### src/rtl/dda_raycast_stepper.sv
// DDA ray-marching engine: steps one ray through a BRAM tile map and returns
// hit tile, wall side, perpendicular distance and clamped column height.
module dda_raycast_stepper #(
  parameter int MAP_W         = 24,
  parameter int MAP_H         = 24,
  parameter int FRAC          = 8,
  parameter int INT           = 8,
  parameter int SCREEN_HEIGHT = 180,
  parameter int MAX_STEPS     = 64,
  parameter int HW            = 9,
  localparam int W            = INT + FRAC,
  localparam int AW           = $clog2(MAP_W * MAP_H)
) (
  input  logic          pixel_clk_in,
  input  logic          rst_n_in,
  input  logic          valid_in,
  output logic          ready_out,
  input  logic [HW-1:0] hcount_in,
  input  logic          stepX_in,
  input  logic          stepY_in,
  input  logic [W-1:0]  posX_in,
  input  logic [W-1:0]  posY_in,
  input  logic [W-1:0]  deltaDistX_in,
  input  logic [W-1:0]  deltaDistY_in,
  input  logic [W-1:0]  sideDistX_in,
  input  logic [W-1:0]  sideDistY_in,
  output logic [AW-1:0] map_addra_out,
  output logic          map_request_out,
  input  logic [3:0]    map_data_in,
  input  logic          map_data_valid_in,
  output logic          valid_out,
  input  logic          ready_in,
  output logic [HW-1:0] hcount_ray_out,
  output logic [7:0]    lineHeight_out,
  output logic          wallType_out,
  output logic [3:0]    mapData_out,
  output logic [W-1:0]  perpWallDist_out,
  output logic          hit_out
);
  localparam int MW   = INT + 1;
  localparam int NUMW = $clog2(SCREEN_HEIGHT + 1) + FRAC;
  localparam int CW   = $clog2(NUMW + 1);
  localparam int SW   = $clog2(MAX_STEPS + 1);
  localparam logic [MW-1:0]   M_ONE    = MW'(1);
  localparam logic [INT-1:0]  X_MAX    = INT'(MAP_W - 1);
  localparam logic [INT-1:0]  Y_MAX    = INT'(MAP_H - 1);
  localparam logic [SW-1:0]   STEP_LIM = SW'(MAX_STEPS);
  localparam logic [NUMW-1:0] DIVIDEND = NUMW'(SCREEN_HEIGHT) << FRAC;
  localparam logic [NUMW-1:0] SH_Q     = NUMW'(SCREEN_HEIGHT);
  localparam logic [7:0]      SH_LH    = 8'(SCREEN_HEIGHT);
  localparam logic [CW-1:0]   DIV_LAST = CW'(NUMW);

  typedef enum logic [2:0] {S_IDLE, S_STEP, S_CHECK, S_FETCH, S_DIV, S_MISS, S_OUT} state_t;
  state_t state;

  logic [HW-1:0]   hcount_r;
  logic            step_x_r, step_y_r, side_r;
  logic [W-1:0]    delta_x_r, delta_y_r, side_x_r, side_y_r, perp_r;
  logic [MW-1:0]   map_x_r, map_y_r;
  logic [SW-1:0]   steps_r;
  logic [3:0]      tile_r;
  logic [NUMW-1:0] div_num_r, div_q_r;
  logic [W-1:0]    div_rem_r;
  logic [CW-1:0]   div_cnt_r;

  logic [W:0] rem_sh, div_diff;
  logic       div_ge, out_of_map;
  logic [7:0] line_clamped;
  logic       unused_pos_frac;

  assign unused_pos_frac = ^{posX_in[FRAC-1:0], posY_in[FRAC-1:0]};

  function automatic logic [W-1:0] sat_add(input logic [W-1:0] a, input logic [W-1:0] b);
    logic [W:0] s;
    s = {1'b0, a} + {1'b0, b};
    return s[W] ? '1 : s[W-1:0];
  endfunction

  // Remainder stays below perp, so a negative trial difference always sets bit W.
  always_comb begin
    rem_sh     = {div_rem_r, div_num_r[NUMW-1]};
    div_diff   = rem_sh - {1'b0, perp_r};
    div_ge     = ~div_diff[W];
    out_of_map = map_x_r[INT] || map_y_r[INT] ||
                 (map_x_r[INT-1:0] > X_MAX) || (map_y_r[INT-1:0] > Y_MAX);
    if (perp_r == '0 || div_q_r > SH_Q) line_clamped = SH_LH;
    else                                line_clamped = div_q_r[7:0];
  end

  always_ff @(posedge pixel_clk_in or negedge rst_n_in) begin
    if (!rst_n_in) begin
      state <= S_IDLE;
      ready_out <= 1'b1;
      valid_out <= 1'b0;
      map_request_out <= 1'b0;
      map_addra_out <= '0;
      hcount_ray_out <= '0;
      lineHeight_out <= '0;
      wallType_out <= 1'b0;
      mapData_out <= '0;
      perpWallDist_out <= '0;
      hit_out <= 1'b0;
      hcount_r <= '0;
      step_x_r <= 1'b0;
      step_y_r <= 1'b0;
      side_r <= 1'b0;
      delta_x_r <= '0;
      delta_y_r <= '0;
      side_x_r <= '0;
      side_y_r <= '0;
      perp_r <= '0;
      map_x_r <= '0;
      map_y_r <= '0;
      steps_r <= '0;
      tile_r <= '0;
      div_num_r <= '0;
      div_q_r <= '0;
      div_rem_r <= '0;
      div_cnt_r <= '0;
    end else begin
      case (state)
        S_IDLE: begin
          if (valid_in) begin
            hcount_r <= hcount_in;
            step_x_r <= stepX_in;
            step_y_r <= stepY_in;
            delta_x_r <= deltaDistX_in;
            delta_y_r <= deltaDistY_in;
            side_x_r <= sideDistX_in;
            side_y_r <= sideDistY_in;
            map_x_r <= {1'b0, posX_in[W-1:FRAC]};
            map_y_r <= {1'b0, posY_in[W-1:FRAC]};
            steps_r <= '0;
            ready_out <= 1'b0;
            state <= S_STEP;
          end
        end
        S_STEP: begin
          if (side_x_r < side_y_r) begin
            side_x_r <= sat_add(side_x_r, delta_x_r);
            map_x_r <= step_x_r ? map_x_r + M_ONE : map_x_r - M_ONE;
            side_r <= 1'b0;
          end else begin
            side_y_r <= sat_add(side_y_r, delta_y_r);
            map_y_r <= step_y_r ? map_y_r + M_ONE : map_y_r - M_ONE;
            side_r <= 1'b1;
          end
          steps_r <= steps_r + SW'(1);
          state <= S_CHECK;
        end
        S_CHECK: begin
          if (out_of_map || steps_r == STEP_LIM) begin
            state <= S_MISS;
          end else begin
            map_addra_out <= AW'(map_x_r[INT-1:0]) + AW'(map_y_r[INT-1:0]) * AW'(MAP_W);
            map_request_out <= 1'b1;
            state <= S_FETCH;
          end
        end
        S_FETCH: begin
          if (map_data_valid_in) begin
            map_request_out <= 1'b0;
            if (map_data_in != 4'h0) begin
              tile_r <= map_data_in;
              perp_r <= side_r ? side_y_r - delta_y_r : side_x_r - delta_x_r;
              div_num_r <= DIVIDEND;
              div_rem_r <= '0;
              div_q_r <= '0;
              div_cnt_r <= '0;
              state <= S_DIV;
            end else begin
              state <= S_STEP;
            end
          end
        end
        S_DIV: begin
          if (div_cnt_r == DIV_LAST) begin
            lineHeight_out <= line_clamped;
            mapData_out <= tile_r;
            perpWallDist_out <= perp_r;
            wallType_out <= side_r;
            hit_out <= 1'b1;
            hcount_ray_out <= hcount_r;
            valid_out <= 1'b1;
            state <= S_OUT;
          end else begin
            div_num_r <= div_num_r << 1;
            div_rem_r <= div_ge ? div_diff[W-1:0] : rem_sh[W-1:0];
            div_q_r <= {div_q_r[NUMW-2:0], div_ge};
            div_cnt_r <= div_cnt_r + CW'(1);
          end
        end
        S_MISS: begin
          lineHeight_out <= '0;
          mapData_out <= '0;
          perpWallDist_out <= '1;
          wallType_out <= side_r;
          hit_out <= 1'b0;
          hcount_ray_out <= hcount_r;
          valid_out <= 1'b1;
          state <= S_OUT;
        end
        S_OUT: begin
          if (ready_in) begin
            valid_out <= 1'b0;
            ready_out <= 1'b1;
            state <= S_IDLE;
          end
        end
        default: state <= S_IDLE;
      endcase
    end
  end
endmodule

### config.mk
export PLATFORM = sky130hd
export DESIGN_NAME = dda_raycast_stepper
export DESIGN_NICKNAME = d
export VERILOG_FILES = /design/src/rtl/dda_raycast_stepper.sv
export SDC_FILE = /design/constraint.sdc
export NUM_CORES = 1
export LEC_CHECK = 0
export ABC_AREA = 1
export BUFFER_PORTS_ARGS = -buffer_cell sky130_fd_sc_hd__buf_4
export CAP_MARGIN = 20
export CORE_UTILIZATION = 62
export CTS_BUF_LIST = sky130_fd_sc_hd__clkbuf_8
export DETAILED_ROUTE_END_ITERATION = 6
export GPL_TIMING_DRIVEN = 0
export HOLD_SLACK_MARGIN = 0.08
export MAX_ROUTING_LAYER = met4
export PLACE_DENSITY = 0.82
export REMOVE_ABC_BUFFERS = 1
export SETUP_SLACK_MARGIN = 0.05
export SLEW_MARGIN = 20
export SYNTH_ARGS = -nofsm -noshare
export SYNTH_HDL_FRONTEND = slang
export SYNTH_SLANG_ARGS = --single-unit
### constraint.sdc
create_clock -name pixel_clk_in -period 2.65 [get_ports pixel_clk_in]
set_clock_uncertainty 0.15 [all_clocks]
set_input_delay 0.53 -clock pixel_clk_in [delete_from_list [all_inputs] [get_ports pixel_clk_in]]
set_output_delay 0.53 -clock pixel_clk_in [all_outputs]
set_load 0.05 [all_outputs]
Word level (Yosys, flattened, before mapping)
Index checks and enable logic that the tools add are counted.

storage, ports and cells
  register bits = 229
  input port bits = 116
  output and inout bits = 52
  logic and storage cells = 153

operators by class
  add/sub/neg operators = 12
  muxes and demuxes = 63
  $mul = 1
  order comparisons = 4
  reduce and logical (&&, ||, !) cells = 26
  bitwise operators = 2
  equality and inequality tests = 17

operators with widths
  kind                                                                   count
  16-bit two-way mux                                                     16
  16-bit one-hot mux with 2 select lines                                 6
  9-bit two-way mux                                                      7
  9-bit one-hot mux with 2 select lines                                  3
  16-bit by 16-bit adder with 17-bit output                              2
  16-bit subtractor                                                      2
  3-bit one-hot mux with 7 select lines                                  1
  9-bit by 1-bit adder with 9-bit output, second input constant          2
  3-bit two-way mux                                                      6
  2-bit != test, second input constant                                   9
  3-bit AND reduction                                                    6
  9-bit by 1-bit subtractor with 9-bit output, second input constant     2
  17-bit by 16-bit subtractor with 17-bit output                         1
  16-bit by 8-bit > comparator with 1-bit output, second input constant  1
  8-bit by 5-bit > comparator with 1-bit output, second input constant   2
  16-bit logical NOT                                                     1
  16-bit < comparator                                                    1
  8-bit two-way mux                                                      2
  8-bit one-hot mux with 2 select lines                                  1
  5-bit two-way mux                                                      3
  7-bit one-hot mux with 2 select lines                                  1
  8-bit by 10-bit adder with 10-bit output                               1
  5-bit one-hot mux with 2 select lines                                  1
  2-bit nonzero test                                                     5
  21 further kinds                                                       43

Longest topological paths before layout
  word-level depth = 6
  depth in mapped cells = 17
  gate-level depth less buffers = 16

Worst setup path after synthesis
OpenSTA, ideal clock, no wires.

  kind = flip-flop to flip-flop
  from = register map_y_r[1]
  to = register map_addra_out[8]
  stages on the path, launching flop included = 11
  arrival = 2.099 ns
  path slack = 0.270 ns
  clock period less this slack = 2.380 ns
  path buffers = 0
  setup time = 0.131 ns
  cell sequence = dfrtp_1 > ha_1 > fa_1 > ha_1 > a21oi_1 > nand2_1 > nand2_1 > nand2_1 > a21oi_1 > xnor2_1 > o21ai_0

on the way
  cells in the longest elaborated chain, start to end = 5
  elaborated cells between the ends (all ways) = 7

RTL lines
  item                                                                              line  RTL
  start, declared                                                                   59    logic [MW-1:0] map_x_r, map_y_r;
  start signal, assigned                                                            132   map_y_r <= {1'b0, posY_in[W-1:FRAC]};
  start signal, assigned                                                            145   map_y_r <= step_y_r ? map_y_r + M_ONE : map_y_r - M_ONE;
  branches (longest 5 deep; another with 8-bit by 10-bit adder with 10-bit output)  n/a
  end signal, assigned                                                              155   map_addra_out <= AW'(map_x_r[INT-1:0]) + AW'(map_y_r[INT-1:0]) * AW'(MAP_W);
  end, declared                                                                     27    output logic [AW-1:0] map_addra_out,

Parallel ways; which one is timed is not known.
A chain may end at the register's enable or synchronous reset.

Worst setup path after layout
  from = register map_y_r[3]
  to = register map_addra_out[9]

Same word-level chain as after synthesis.

==> results by group <==
Layout
  • Most common cell after layout, fill and taps aside: nand2_1
  • Layout cells sized above 1: 0.143
  • Area Overhead vs Synth: 20.9%
  • Nets: 2632
  • Util after Layout: 0.764
  • Most frequent cells in the layout: 748 x nand2_1, 276 x inv_1, 213 x dfrtp_1
  • Cell area after layout: 18600 sq um

Place
  • Dpl hpwl: 32600 microns
  • Pre-CTS WS: -944 ps
  • Dpl cell area: 16700 sq um
  • Number of port buffers: 151
  • GPL Wtd Cong: 0.987

STA
  • Fmax: 0.402 GHz
  • Actual slew at the worst max-slew pin: 876 ps
  • Final setup margin: 161 ps
  • Setup-failing EPs final: 0
  • Final hold viol count: 0
  • Unrepaired setup endpoints after global routing: yes
  • Tcrit/Tclk final: 0.939
  • Final max-slew violation count: 0
  • Max-slew headroom: 0.416
  • Crit path time final: 2490 ps

Route
  • Initial DRC count: 1309
  • Metal2 WL: 22600 microns
  • Metal-1 WL: 20000 microns
  • DR vias: 15495
  • DRC viols: 0
  • WL final: 48000 microns
  • DR WL met3: 3350 microns
  • Avg WL per Cell: 17.5 microns
  • Vias per cell: 5.66
  • Post-route ant nets: 0
  • TritonRoute pass-1 iters: 5
  • Top layer in use: met4

Clocking
  • Root Driver: clkbuf_8
  • Reg clk slew, reported paths: 60 ps
  • CTS tree: built
  • Worst skew pair latency: 580 ps
  • Bufs on Longest Clock Path: 3
  • CTS Buf Count: 41
  • Clock Sink Count: 219
  • H-Tree Depth: 2

Hold path
  • Worst min path class: in -> reg
  • Hold Crit Start: deltaDistY_in[4]

Synthesis
  • Register bit total from synthesis: 219
  • Post-Synthesis Cell Area: 15400 sq um
  • Mean Syn Cell Area: 7.02 sq um
  • Distinct cells, synth: 47
  • Cells after synthesis: 2187
  • Register area share after synthesis: 0.357
  • Yosys warnings: 0

Global routing
  • Vias in the first global route: 15033
  • First-pass GRT wire length: 75300 microns
  • Total GRT Usage: 0.381
  • Initial antenna violation count: 1
  • Largest net degree at the start of global routing: 76
  • Remaining global-route overflow: 0

Die
  • Die Ht: 159 microns
  • Rows: 57
  • Initial core utilization: 0.631
  • DIE WIDTH: 159 microns
  • Die area: 25400 sq um
  • Core Box Area: 24300 sq um
  • Io pins: 168

Critical path
  • Crit path DAT: 2830 ps
  • Data required, critical path: 2990 ps
  • Launch point of the worst path: map_y_r[3]$_DFFE_PN0P_
  • Startpoint types: register
  • Crit Path Category: reg -> reg
  • Worst r2r src: map_y_r[3]$_DFFE_PN0P_
  • Worst Setup End Kind: register
  • CP max FO: 4

Outcome
  • Status: completed

Run
  • Max-cap check violation count: 0
kinds of logic after synthesis:
logic type                 Yosys count  share of synthesized area
AOI/OAI and AO/OA                  318                      0.112
xor gates and xnor gates            46                     0.0262
adders and majority gates          132                      0.112
buffers and inverters              357                     0.0917
DFF                                219                      0.357
muxes                                4                    0.00261
and+or+nand+nor                   1111                      0.299
area by class of cell:
cell class | instances | area (sq um)
fill | 1830 | 5750
tap | 324 | 405
sequential | 219 | 5490
antenna | 1 | 2.50
timing repair inverter | 1 | 7.51
inverter | 287 | 1120
clock inverter | 21 | 189
clock buffer | 53 | 729
timing repair buffer | 217 | 1840
multi-input combinational | 1617 | 8790
critical path: stages (launching register included):
cell     delay, ps
dfrtp_1        410
inv_1          110
ha_4           290
inv_1           90
nand2_1         90
nand2_1         90
a31oi_2        190
xor2_1         180
inv_1           90
ha_4           290
a21oi_1         60
nor2_1         140
xnor2_1        130
nand2_1         60
nand2_1         60
Yosys cell counts (all sizes together):
| cell type | instances | area share |
|---|---|---|
| nand3b | 5 | 0.0024 |
| o22ai | 25 | 0.010 |
| nor3 | 13 | 0.0049 |
| xor2 | 25 | 0.014 |
| a22oi | 4 | 0.0020 |
| nand2 | 762 | 0.19 |
| o21a | 3 | 0.0015 |
| inv | 286 | 0.070 |
| and2 | 6 | 0.0024 |
| fa | 9 | 0.012 |
| o211ai | 1 | 0.00049 |
| a31oi | 4 | 0.0016 |
| a21boi | 3 | 0.0015 |
| and3 | 1 | 0.00041 |
| ha | 123 | 0.10 |
| xnor2 | 21 | 0.012 |
| a21oi | 110 | 0.036 |
| mux2i | 4 | 0.0026 |
| o221a | 1 | 0.00073 |
| nand4 | 24 | 0.0098 |
| clkbuf | 25 | 0.0062 |
| dfstp | 1 | 0.0017 |
| buf | 45 | 0.015 |
| o31ai | 1 | 0.00049 |
| clkinv | 1 | 0.00033 |
| o21bai | 9 | 0.0044 |
| or2 | 20 | 0.0081 |
| a211oi | 1 | 0.00049 |
| dfrtp | 218 | 0.36 |
| nand3 | 139 | 0.046 |
| a21o | 2 | 0.00098 |
| o21ai | 149 | 0.049 |
| nor2 | 137 | 0.036 |
| a22o | 5 | 0.0029 |
| nor4 | 4 | 0.0016 |
per-layer routing:
metal	GRT usage	vias up
met2	0.617	645
met4	0.163	0
met1	0.477	7336
met3	0.0552	137
met5	-	-
li1	-	7377
repair_timing:
| item | 4_1_cts | 5_1_grt |
|---|---|---|
| endpoints found under the hold margin | 114 | 0 |
| hold buffers | 43 | 0 |
| pin swaps | 5 | 9 |
| setup buffers | 5 | 13 |
| endpoints found under the setup margin | 126 | 101 |
| cloned | 3 | 4 |
| gates resized for setup | 29 | 48 |
metrics by stage:
| step | setup TNS (ps) | hold slack, ps | std cells |
|---|---|---|---|
| 2_1_floorplan | -38690 | 84.4 | 2117 |
| 3_3_place_gp | -373370 | 301 | 2592 |
| 3_5_place_dp | -43070 | 310 | 2597 |
| 4_1_cts | 0 | 80.9 | 2722 |
| 5_1_grt | 0 | 95.7 | 2740 |
| 6_report | 0 | 99.4 | 2740 |
path summary, 6_finish.rpt:
kind                                                 end  slack, ps  cells after the start
max in group asynchronous         map_y_r[1]$_DFFE_PN0P_        770                      4
max                         map_addra_out[9]$_DFFE_PN0P_        160                     14
min in group asynchronous        div_q_r[12]$_DFFE_PN0P_        400                      2
min                             delta_y_r[4]$_DFFE_PN0P_        100                      3
max reg2reg                 map_addra_out[9]$_DFFE_PN0P_        160                     14
min reg2reg                hcount_ray_out[3]$_DFFE_PN0P_        330                      2
sequential cells by signal (all words and copies together) (netlist names), 10 cells and up:
signal,count
delta_x_r,16
delta_y_r,16
div_q_r,16
div_rem_r,16
perpWallDist_out,16
perp_r,16
side_x_r,16
side_y_r,16
map_addra_out,10
Power is not shown: default switching activity piles up to over one toggle a cycle in this logic, so the estimate is an artifact.
